==> src/rtl/bi_rot_pkg.sv <==
// Shared types and helpers for the bit-interleaved lane rotator.
// A lane holds a logical word x; in interleaved layout the low half of the
// lane carries the even bits of x and the high half carries the odd bits.
package bi_rot_pkg;

    typedef enum logic {
        ROT_R = 1'b0,
        ROT_L = 1'b1
    } dir_e;

    localparam int MAX_LANE_W = 128;

    // Logical word -> interleaved lane (low half = even bits, high half = odd bits).
    function automatic logic [MAX_LANE_W-1:0] interleave(input logic [MAX_LANE_W-1:0] x,
                                                         input int width);
        logic [MAX_LANE_W-1:0] lane;
        lane = '0;
        for (int i = 0; i < width / 2; i++) begin
            lane[i]             = x[2*i];
            lane[width / 2 + i] = x[2*i+1];
        end
        return lane;
    endfunction

    // Interleaved lane -> logical word.
    function automatic logic [MAX_LANE_W-1:0] deinterleave(input logic [MAX_LANE_W-1:0] lane,
                                                           input int width);
        logic [MAX_LANE_W-1:0] x;
        x = '0;
        for (int i = 0; i < width / 2; i++) begin
            x[2*i]   = lane[i];
            x[2*i+1] = lane[width / 2 + i];
        end
        return x;
    endfunction

endpackage

==> src/rtl/bi_rot_half.sv <==
// Combinational right barrel rotator of parametrised width (power of two).
module bi_rot_half #(
    parameter int W = 32
) (
    input  logic [W-1:0]         din,
    input  logic [$clog2(W)-1:0] amt,
    output logic [W-1:0]         dout
);

    localparam int AW = $clog2(W);

    logic [W-1:0] acc;

    // Log-depth rotate: stage k rotates right by 2**k when amt[k] is set.
    always_comb begin
        // NOTE: blocking assignments here chain the stages within one evaluation;
        // acc is written on every path, so no latch is inferred.
        acc = din;
        for (int k = 0; k < AW; k++) begin
            if (amt[k]) begin
                acc = (acc >> (1 << k)) | (acc << (W - (1 << k)));
            end
        end
        dout = acc;
    end

endmodule

==> src/rtl/bi_rot_pipe.sv <==
// Two-stage rotate pipeline for plain or bit-interleaved lanes.
// Stage 1 decodes direction/amount into per-half right rotations and
// registers them; stage 2 rotates and registers the result.
module bi_rot_pipe
    import bi_rot_pkg::*;
#(
    parameter int LANE_W     = 64,
    parameter int INTERLEAVE = 1,
    parameter int TAG_W      = 4
) (
    input  logic                      clk,
    input  logic                      reset_n,
    input  logic                      s_valid,
    output logic                      s_ready,
    input  logic [LANE_W-1:0]         s_lane,
    input  logic [$clog2(LANE_W)-1:0] s_amt,
    input  logic                      s_dir,
    input  logic [TAG_W-1:0]          s_tag,
    output logic                      m_valid,
    input  logic                      m_ready,
    output logic [LANE_W-1:0]         m_lane,
    output logic [TAG_W-1:0]          m_tag
);

    localparam int AW = $clog2(LANE_W);

    logic              adv;
    logic [AW-1:0]     amt_r;
    logic              s1_valid;
    logic [TAG_W-1:0]  s1_tag;
    logic [LANE_W-1:0] rot_lane;

    // The whole pipe moves together; a stalled output freezes both stages.
    assign adv     = !m_valid || m_ready;
    assign s_ready = adv;

    // Left by r is right by (LANE_W - r) mod LANE_W; the modulo is free in AW bits.
    assign amt_r = (dir_e'(s_dir) == ROT_L) ? AW'(0) - s_amt : s_amt;

    // Stage 1 control: valid bit and tag.
    always_ff @(posedge clk) begin
        // NOTE: non-blocking assignments so every register samples pre-edge values.
        if (!reset_n) begin
            s1_valid <= 1'b0;
            s1_tag   <= '0;
        end else if (adv) begin
            s1_valid <= s_valid;
            s1_tag   <= s_tag;
        end
    end

    if (INTERLEAVE != 0) begin : g_il
        localparam int H  = LANE_W / 2;
        localparam int HW = AW - 1;

        logic [HW-1:0] half_amt;
        logic          odd;
        logic [H-1:0]  s1_even, s1_odd;
        logic [HW-1:0] s1_amt_even, s1_amt_odd;
        logic [H-1:0]  rot_even, rot_odd;

        // r = 2s + odd; odd amounts swap halves and the new odd half moves one extra.
        assign half_amt = amt_r[AW-1:1];
        assign odd      = amt_r[0];

        // Stage 1 data: pick source halves and per-half rotate amounts.
        always_ff @(posedge clk) begin
            if (!reset_n) begin
                s1_even     <= '0;
                s1_odd      <= '0;
                s1_amt_even <= '0;
                s1_amt_odd  <= '0;
            end else if (adv) begin
                s1_even     <= odd ? s_lane[LANE_W-1:H] : s_lane[H-1:0];
                s1_odd      <= odd ? s_lane[H-1:0] : s_lane[LANE_W-1:H];
                s1_amt_even <= half_amt;
                s1_amt_odd  <= half_amt + HW'(odd);
            end
        end

        bi_rot_half #(.W(H)) u_rot_even (
            .din  (s1_even),
            .amt  (s1_amt_even),
            .dout (rot_even)
        );

        bi_rot_half #(.W(H)) u_rot_odd (
            .din  (s1_odd),
            .amt  (s1_amt_odd),
            .dout (rot_odd)
        );

        assign rot_lane = {rot_odd, rot_even};
    end else begin : g_flat
        logic [LANE_W-1:0] s1_lane;
        logic [AW-1:0]     s1_amt;

        // Stage 1 data: operand and a single full-width right amount.
        always_ff @(posedge clk) begin
            if (!reset_n) begin
                s1_lane <= '0;
                s1_amt  <= '0;
            end else if (adv) begin
                s1_lane <= s_lane;
                s1_amt  <= amt_r;
            end
        end

        bi_rot_half #(.W(LANE_W)) u_rot (
            .din  (s1_lane),
            .amt  (s1_amt),
            .dout (rot_lane)
        );
    end

    // Stage 2: register the rotated lane, its tag and validity.
    always_ff @(posedge clk) begin
        if (!reset_n) begin
            m_valid <= 1'b0;
            m_lane  <= '0;
            m_tag   <= '0;
        end else if (adv) begin
            m_valid <= s1_valid;
            m_lane  <= rot_lane;
            m_tag   <= s1_tag;
        end
    end

endmodule

==> config.mk <==
export PLATFORM = sky130hd
export DESIGN_NAME = bi_rot_pipe
export DESIGN_NICKNAME = d
export VERILOG_FILES = /design/src/rtl/bi_rot_pkg.sv /design/src/rtl/bi_rot_half.sv /design/src/rtl/bi_rot_pipe.sv
export SDC_FILE = /design/constraint.sdc
export NUM_CORES = 1
export LEC_CHECK = 0
export CAP_MARGIN = 5
export CORE_MARGIN = 3
export CORE_UTILIZATION = 57
export CTS_BUF_LIST = sky130_fd_sc_hd__clkbuf_4
export CTS_CLUSTER_DIAMETER = 60
export DETAILED_ROUTE_END_ITERATION = 8
export PLACE_DENSITY = 0.87
export SYNTH_ARGS = -nofsm -noshare
export SYNTH_HDL_FRONTEND = slang
export SYNTH_HIERARCHICAL = 1
export SYNTH_SLANG_ARGS = --single-unit
==> constraint.sdc <==
create_clock -name clk -period 3.91 [get_ports clk]
set_clock_uncertainty 0.15 [all_clocks]
set_input_delay 0.782 -clock clk [delete_from_list [all_inputs] [get_ports clk]]
set_output_delay 0.782 -clock clk [all_outputs]
set_load 0.005 [all_outputs]
Yosys cells after proc, flatten, opt, wreduce, memory -nomap -nowiden
Index checks and enable logic that the tools add are counted.
{ "totals": {"ff_bits": 148, "input_bits": 79, "out_inout_bits": 70, "wordCells": 36} }
{ "classes": {"add_sub_neg": 2, "mux": 13, "bitwise_logic": 10, "n_reduce_logical": 2} }
{ "op_table": {"columns": ["cell", "count"], "rows": [
  ["32-bit 2-to-1 mux", 12],
  ["16-bit by 32-bit OR with 32-bit output", 2],
  ["24-bit by 32-bit OR with 32-bit output", 2],
  ["28-bit by 32-bit OR with 32-bit output", 2],
  ["30-bit by 32-bit OR with 32-bit output", 2],
  ["31-bit by 32-bit OR with 32-bit output", 2],
  ["6-bit 2-to-1 mux", 1],
  ["1-bit by 6-bit subtractor with 6-bit output (first input constant)", 1],
  ["5-bit by 1-bit adder with 5-bit output", 1],
  ["1-bit zero test", 1],
  ["1-bit logical OR", 1]
]} }

Longest topological paths before layout
Gate-level depths: netlist of the first run.
{ "depth": {"word_depth": 10, "ltp_mapped": 12, "ltp_nobuf": 9} }

Modules after synthesis
The synthesis of the first run kept the hierarchy.
{ "modules_own_cells": {"columns": ["module", "instances", "cells_each", "area_each_um2", "seq_area_each_um2"], "rows": [
  ["bi_rot_pipe", 1, 671, 5786.8, 2962.8],
  ["bi_rot_half at g_il.u_rot_even", 1, 116, 2190.9, 0.0],
  ["bi_rot_half at g_il.u_rot_odd", 1, 116, 1953.1, 0.0]
]} }

Worst setup path after synthesis of the first run
No wires, ideal clock.
{ "synth_path": {"kind": "input to register", "startpoint": "in s_amt[0]", "endpoint": "reg g_il.s1_amt_odd[2]", "setup_ns": 0.070, "t_arrival_ns": 2.826, "t_required_ns": 3.690, "slack_ns": 0.863, "stages": 12, "n_path_buf": 3, "path_cell_list": "clkbuf_1 -> buf_2 -> buf_2 -> inv_2 -> ha_1 -> nand2_1 -> o21ai_0 -> ha_1 -> ha_1 -> and2_4 -> or3_1 -> a21oi_1"} }
{ "synth_between": {"elab_chain_len": 3} }
{ "synth_lines": {"columns": ["element", "line_no", "source"], "rows": [
  ["from (decl)", "bi_rot_pipe.sv:16", "input logic [$clog2(LANE_W)-1:0] s_amt,"],
  ["1-bit by 6-bit subtractor with 6-bit output", "bi_rot_pipe.sv:38", "assign amt_r = (dir_e'(s_dir) == ROT_L) ? AW'(0) - s_amt : s_amt;"],
  ["6-bit 2-to-1 mux", "bi_rot_pipe.sv:38", null],
  ["net amt_r[1]", "bi_rot_pipe.sv:28", "logic [AW-1:0] amt_r;"],
  ["5-bit by 1-bit adder with 5-bit output", "bi_rot_pipe.sv:77", "s1_amt_odd <= half_amt + HW'(odd);"],
  ["to (signal assigned)", "bi_rot_pipe.sv:77", null],
  ["to (decl)", "bi_rot_pipe.sv:59", "logic [HW-1:0] s1_amt_even, s1_amt_odd;"]
]} }
The timed path passes the listed nets, and every way through them passes these cells.
A chain may end at the register's enable or synchronous reset.

Worst setup path after layout of the first run
{ "layout_path": {"startpoint": "reg g_il.s1_amt_even[3]", "endpoint": "reg m_lane[4]"} }
{ "layout_between": {"elab_chain_len": 3} }
{ "layout_lines": {"columns": ["element", "line_no", "source"], "rows": [
  ["from (decl)", "bi_rot_pipe.sv:59", null],
  ["from (signal assigned)", "bi_rot_pipe.sv:76", "s1_amt_even <= half_amt;"],
  ["32-bit 2-to-1 mux (*)", "bi_rot_half.sv:20", "if (amt[k]) begin"],
  ["16-bit by 32-bit OR with 32-bit output", "bi_rot_half.sv:21", "acc = (acc >> (1 << k)) | (acc << (W - (1 << k)));"],
  ["32-bit 2-to-1 mux (*)", "bi_rot_half.sv:20", null],
  ["net g_il.rot_even[4]", "bi_rot_pipe.sv:60", "logic [H-1:0] rot_even, rot_odd;"],
  ["to (signal assigned)", "bi_rot_pipe.sv:124", "m_lane <= rot_lane;"],
  ["to (decl)", "bi_rot_pipe.sv:21", "output logic [LANE_W-1:0] m_lane,"]
]} }
The timed path passes the listed nets; every way through them passes the cells marked *.

==> metrics, run 1 <==
worst-path fanout max 17; reg2reg end m_lane[4]; commonest non-fill, non-tap cell in the layout nand2_1; DRC Markers 0; max_slew headroom 14.56%; Mapped Cells ~900; R2R depth 6; Mapped Area 9931 um^2; setup repair bufs after CTS 0; Worst R2R Start g_il.s1_amt_even[3]; mean routed wirelength per cell 20.55 um; ranking of synthesized cells by area dfxtp_1 (30%), mux4_2 (21%), mux4_1 (8.5%); register area share after synthesis 29.83%; initial antenna violation count 1; # setup viols final 0; outcome complete, no violations; Routed Antenna Nets 0; Tmin final around 2.9 ns; worst hold start m_lane[16]; period utilization 75.14%; Core Area 16,820 um^2; final wirelength 25,180 um; total power 0.004415 W; vias in the first global route 7,151; Peak VDD IR 0.2055 mV; Synth area leader dfxtp_1; Final nets 1,073; Lkg Pwr 4.363 nW; sum of negative setup slack 0 ns; R2R setup slack about 0.97 ns; HP Class reg2reg; Initial Util about three fifths; hold depth 2; Crit. End Element register; global placer's final weighted congestion 0.9596; H-tree levels 4; Layout area overhead 16.15%; Synth cell types 37; first-pass GRT wire length 39,010 um; top-area cell type share of the netlist area 29.83%; yosys warns 6; cts bufs inserted 17; layout cells sized above 1 21.71%; filler cell count 1,210; most frequent cells in the layout nand2_1 (155), clkdlybuf4s50_1 (147), dfxtp_1 (145); CTS tree done; Final Hold Viols 0; buffers added on ports roughly 150; DRT iter0 DRCs ~800; worst skew pair latency 0.58 ns; FP Rows 47; hpwl dp 18,770 um; crit path DAT 3.25 ns; # clock sinks 148; Clock Root Buffer clkbuf_4; Vias per Instance 6.394; Max Fclk 340.4 MHz; Worst Hold Path EP m_lane[16]; Die H around 140 um; Global Route Usage Sum 26.68%; Post-CTS Resized 0; Slew @ Worst Pin 1.280 ns; io pins around 150; #FFs+latches synth between 100 and 150; critical path data required time ~4.2 ns; PwrDens 382.7 nW/um^2; Reg clk slew, reported paths 0.14 ns; Initial DRT Pass Iterations 6; CP startpoint kind register; largest net degree at the start of global routing 212; Mapped Nets ~990; Clock Tree Buf Depth 2; die footprint 19,040 um^2; Vias 7,833; Slew Limit Fails 0; Die Span X between 100 and 150 um; RSZ-0062 raised after global routing no; critical path class reg2reg; Post-Syn Area per Cell ~11 um^2; Remaining Overflow, GRT 0; cts hold-fix bufs 0; Max-cap violations 0
sequential cells by signal (all words and copies together), names as in the netlist:
name	cells
s1_tag	4
g_il.s1_amt_odd	5
g_il.s1_amt_even	5
g_il.s1_even	32
m_lane	64
m_tag	4
s1_valid	1
m_valid	1
g_il.s1_odd	32
cell usage after synthesis:
cell type	n
buf_12	4
nand3_1	4
ha_1	3
or3_1	2
xnor2_1	4
a21boi_1	1
clkbuf_8	9
o31ai_2	1
nor3_1	2
buf_8	1
nand4b_1	1
buf_2	15
and2_4	1
nor2_1	74
a21oi_1	77
nor2b_1	1
inv_2	3
clkdlybuf4s50_2	1
clkbuf_1	52
mux4_1	32
a211oi_1	66
nand2b_1	1
buf_4	1
a211o_1	1
inv_1	1
mux2i_1	64
o31ai_1	1
buf_6	10
mux4_4	3
buf_1	3
o21ai_1	1
mux4_2	93
o21ai_0	1
nand2_1	155
dfxtp_1	148
xor2_1	2
mux2_2	64
worst max-delay path by stage:
stage | start | end | slack [ns] | depth (start not counted)
floorplan | s_amt[0] | g_il.s1_amt_odd[2] | 0.86 | 12
global placement | s_amt[1] | g_il.s1_amt_odd[2] | 0.87 | 10
detailed placement | s_amt[1] | g_il.s1_amt_odd[2] | 0.86 | 10
CTS | m_ready | s_ready | 0.92 | 4
global route | g_il.s1_amt_even[1] | m_lane[21] | 0.86 | 6
finish | g_il.s1_amt_even[3] | m_lane[4] | 0.97 | 6
cell families (layout without fill, tap and decap cells):
logic type	count (synthesis)	in the layout	synth area share, %
muxes	256	256	44.02
xor gates and xnor gates	6	6	0.5292
other	0	1	0
buffers and inverters	100	201	6.514
AOI/OAI and AO/OA	149	149	9.336
DFF	148	148	29.83
and+or+nand+nor	241	241	9.387
adders and majority gates	3	3	0.3780
critical path, stage by stage, from the launching register on:
cell and delay (ns):
dfxtp_1 0.82, buf_4 0.28, mux4_2 0.56, mux4_1 0.58, mux2_2 0.30, nand2_1 0.06
a21oi_1 0.07
per-layer routing:
metal	part of all wire, %	up-vias	routed length, um	GRT usage, %
li1	-	3606	-	-
met1	42	3723	10570	38.58
met2	45	461	11310	39.89
met3	10	43	2633	5.733
met4	2.6	0	665	9.715
met5	0	-	0	0
stage by stage:
stage	util [%]	cell area, um^2	worst slack (ns)	cells	hold slack [ns]
2_1_floorplan	-	9931	0.8632	903	0.2807
3_3_place_gp	66.77	11230	0.8736	1191	0.2886
3_5_place_dp	66.77	11230	0.8596	1191	0.2937
4_1_cts	68.41	11500	0.9164	1223	0.3122
5_1_grt	68.58	11530	0.8599	1225	0.3239
6_report	68.58	11530	0.9720	1225	0.3119
layout make-up:
class | instances | area [um^2] | share of cell area (%)
multi-input cells | 655 | 6329 | 54.87
flip-flops and latches | 148 | 2967 | 25.72
repair buffers | 165 | 1664 | 14.43
well taps | 220 | 275.3 | 2.386
clock inverters | 15 | 147.6 | 1.280
clock buffers | 17 | 127.6 | 1.106
inverters | 4 | 22.52 | 0.1952
diodes | 1 | 2.502 | 0.02169
where the power goes:
group	total, W	switching, W	internal (W)	leakage [nW]
clock network	0.000959	0.000624	0.000335	0.150
registers	0.00187	0.000193	0.00168	1.23
logic	0.00159	0.000662	0.000923	2.99
(Power assumes the default switching activity.)
==> inputs of run 2 (changes only) <==
==> constraint.sdc (replaced) <==
create_clock -name clk -period 3.02 [get_ports clk]
set_clock_uncertainty 0.15 [all_clocks]
set_input_delay 0.604 -clock clk [delete_from_list [all_inputs] [get_ports clk]]
set_output_delay 0.604 -clock clk [all_outputs]
set_load 0.005 [all_outputs]
==> run 2 against run 1 <==
Net effect: sequential share of layout area decreased by 0.21 points; worst hold slack lost 0.0026 ns; wire length is 2.1% higher; first-iteration DRC count grew 16%; core utilization up 0.56 points; sequential power increased by 26%; non-clock buffer count is 4 higher; sequential cell count unchanged; largest cell class unchanged; largest power group unchanged.
==> metrics, run 2 (synthesis results as in run 1) <==
Clock Root Buffer clkbuf_4; Max-cap violations 0 (unchanged); Clock Tree Buf Depth 2 (unchanged); Layout area overhead 17.10%; Tmin final 2.725 ns (-0.2126 ns); buffers added on ports 148 (unchanged); DRT iter0 DRCs 933 (+16%); commonest non-fill, non-tap cell in the layout nand2_1; Initial DRT Pass Iterations 5 (-1); Worst R2R Start g_il.s1_amt_odd[3]; most frequent cells in the layout nand2_1 (155), clkdlybuf4s50_1 (147), dfxtp_1 (145); fin area 11,630 um^2 (+0.81%); biggest regs m_lane (64), g_il.s1_even (32), g_il.s1_odd (32); CP startpoint kind register; filler cell count 1,232 (+1.8%); global placer's final weighted congestion 0.9728 (+1.4%); Vias 7,986 (+2.0%); Initial Util 59.05% (unchanged); Slew Limit Fails 0 (unchanged); first-pass GRT wire length 40,130 um (+2.9%); Global Route Usage Sum 27.23% (+0.55 points); cts hold-fix bufs 0 (unchanged); DRC Markers 0 (unchanged); Routed Antenna Nets 0 (unchanged); PwrDens 507.6 nW/um^2 (+33%); Crit. End Element register; Die Span X 138.0 um (unchanged); setup repair bufs after CTS 0 (unchanged); Slew @ Worst Pin 1.000 ns (-0.2798 ns); Highest Signal Layer met4; hpwl dp 18,910 um (+0.76%); dpl cell area 11,300 um^2 (+0.67%); CTS tree done; die footprint 19,040 um^2 (unchanged); Peak VDD IR 0.2612 mV (+27%); max reg flops 64 (unchanged); critical path data required time 3.30 ns (-0.92 ns); Met3 Routed Length 2814 um (+6.9%); initial antenna violation count 1 (unchanged); HP Class reg2reg; critical path class reg2reg; Metal-1 WL 10,660 um (+0.83%); Core Area 16,820 um^2 (unchanged); final wirelength 25,710 um (+2.1%); area taken by multi-input logic gates 6329 um^2 (unchanged); Remaining Overflow, GRT 0 (unchanged); io pins 149 (unchanged); layout cells sized above 1 22.02% (+0.31 points); outcome complete, no violations; RSZ-0062 raised after global routing no; H-tree levels 4 (unchanged); Reg clk slew, reported paths 0.14 ns (about the same); worst-path fanout max 15 (-2); max_slew headroom 33.33% (+19 points); worst skew pair latency 0.58 ns (about the same); Lkg Pwr 4.412 nW (+1.1%); mean routed wirelength per cell 20.92 um (+1.8%); crit path DAT 3.01 ns (-0.24 ns); Setup crit start g_il.s1_amt_odd[3]; Vias per Instance 6.498 (+1.6%); FP Rows 47 (unchanged); # setup viols final 0 (unchanged); Final Hold Viols 0 (unchanged); worst hold start m_lane[8]; # clock sinks 148 (unchanged); vias in the first global route 7,223 (+1.0%); Post-CTS Resized 0 (unchanged); Max Fclk 366.9 MHz (+7.8%); Die H 138.0 um (unchanged); DR WL met2 11,700 um (+3.5%); Final nets 1,077 (+0.37%); largest reg by FF count m_lane; cts bufs inserted 17 (unchanged); largest net degree at the start of global routing 212 (unchanged); sum of negative setup slack 0 ns (unchanged); Sequential Area 2967 um^2 (unchanged); period utilization 90.25% (+15 points)
run 2: worst paths after layout:
kind / endpoint / slack [ns] / depth (start not counted)
setup / recovery: m_lane[38] / 0.29 / 6
hold / removal: m_lane[8] / 0.31 / 2
setup reg to reg: m_lane[38] / 0.29 / 6
hold reg to reg: m_lane[8] / 0.31 / 2
run 2: layout make-up:
| cell class | instances | area share (%) |
|---|---|---|
| tap | 220 | 2.367 |
| clock buffer | 17 | 1.097 |
| clock inverter | 15 | 1.668 |
| multi-input combinational | 655 | 54.42 |
| inverter | 4 | 0.1937 |
| timing repair buffer | 169 | 14.72 |
| sequential | 148 | 25.51 |
| antenna | 1 | 0.02152 |
run 2: power by group:
| group | total, W | internal (W) | switching [W] | leakage, nW |
|---|---|---|---|---|
| combinational | 0.00214 | 0.00120 | 0.000939 | 3.01 |
| clock | 0.00140 | 0.000600 | 0.000798 | 0.175 |
| sequential | 0.00236 | 0.00217 | 0.000191 | 1.23 |
run 2: routing by layer:
metal	vias up	global-route usage, %
li1	3643	-
met1	3844	39.52
met2	456	41.02
met3	43	6.459
met4	0	8.013
met5	-	0
run 2: worst max-delay path, cell delays in order (launching register included):
cell	delay, ns
dfxtp_1	0.72
buf_4	0.34
mux4_2	0.40
mux4_2	0.55
mux2_2	0.29
nand2_1	0.06
a21oi_1	0.07
run 2: through the flow:
step | hold slack, ns | std cells | util (%) | worst slack [ns] | total power, W
global route | 0.3250 | 1229 | 69.14 | 0.1301 | 0.006169
detailed placement | 0.2942 | 1196 | 67.21 | 0.1454 | 0.004499
floorplan | 0.2807 | 903 | - | 0.1512 | 0.003787
global placement | 0.2885 | 1196 | 67.21 | 0.1930 | 0.004417
CTS | 0.3117 | 1228 | 69.13 | 0.3165 | 0.005889
finish | 0.3093 | 1229 | 69.14 | 0.2946 | 0.005902
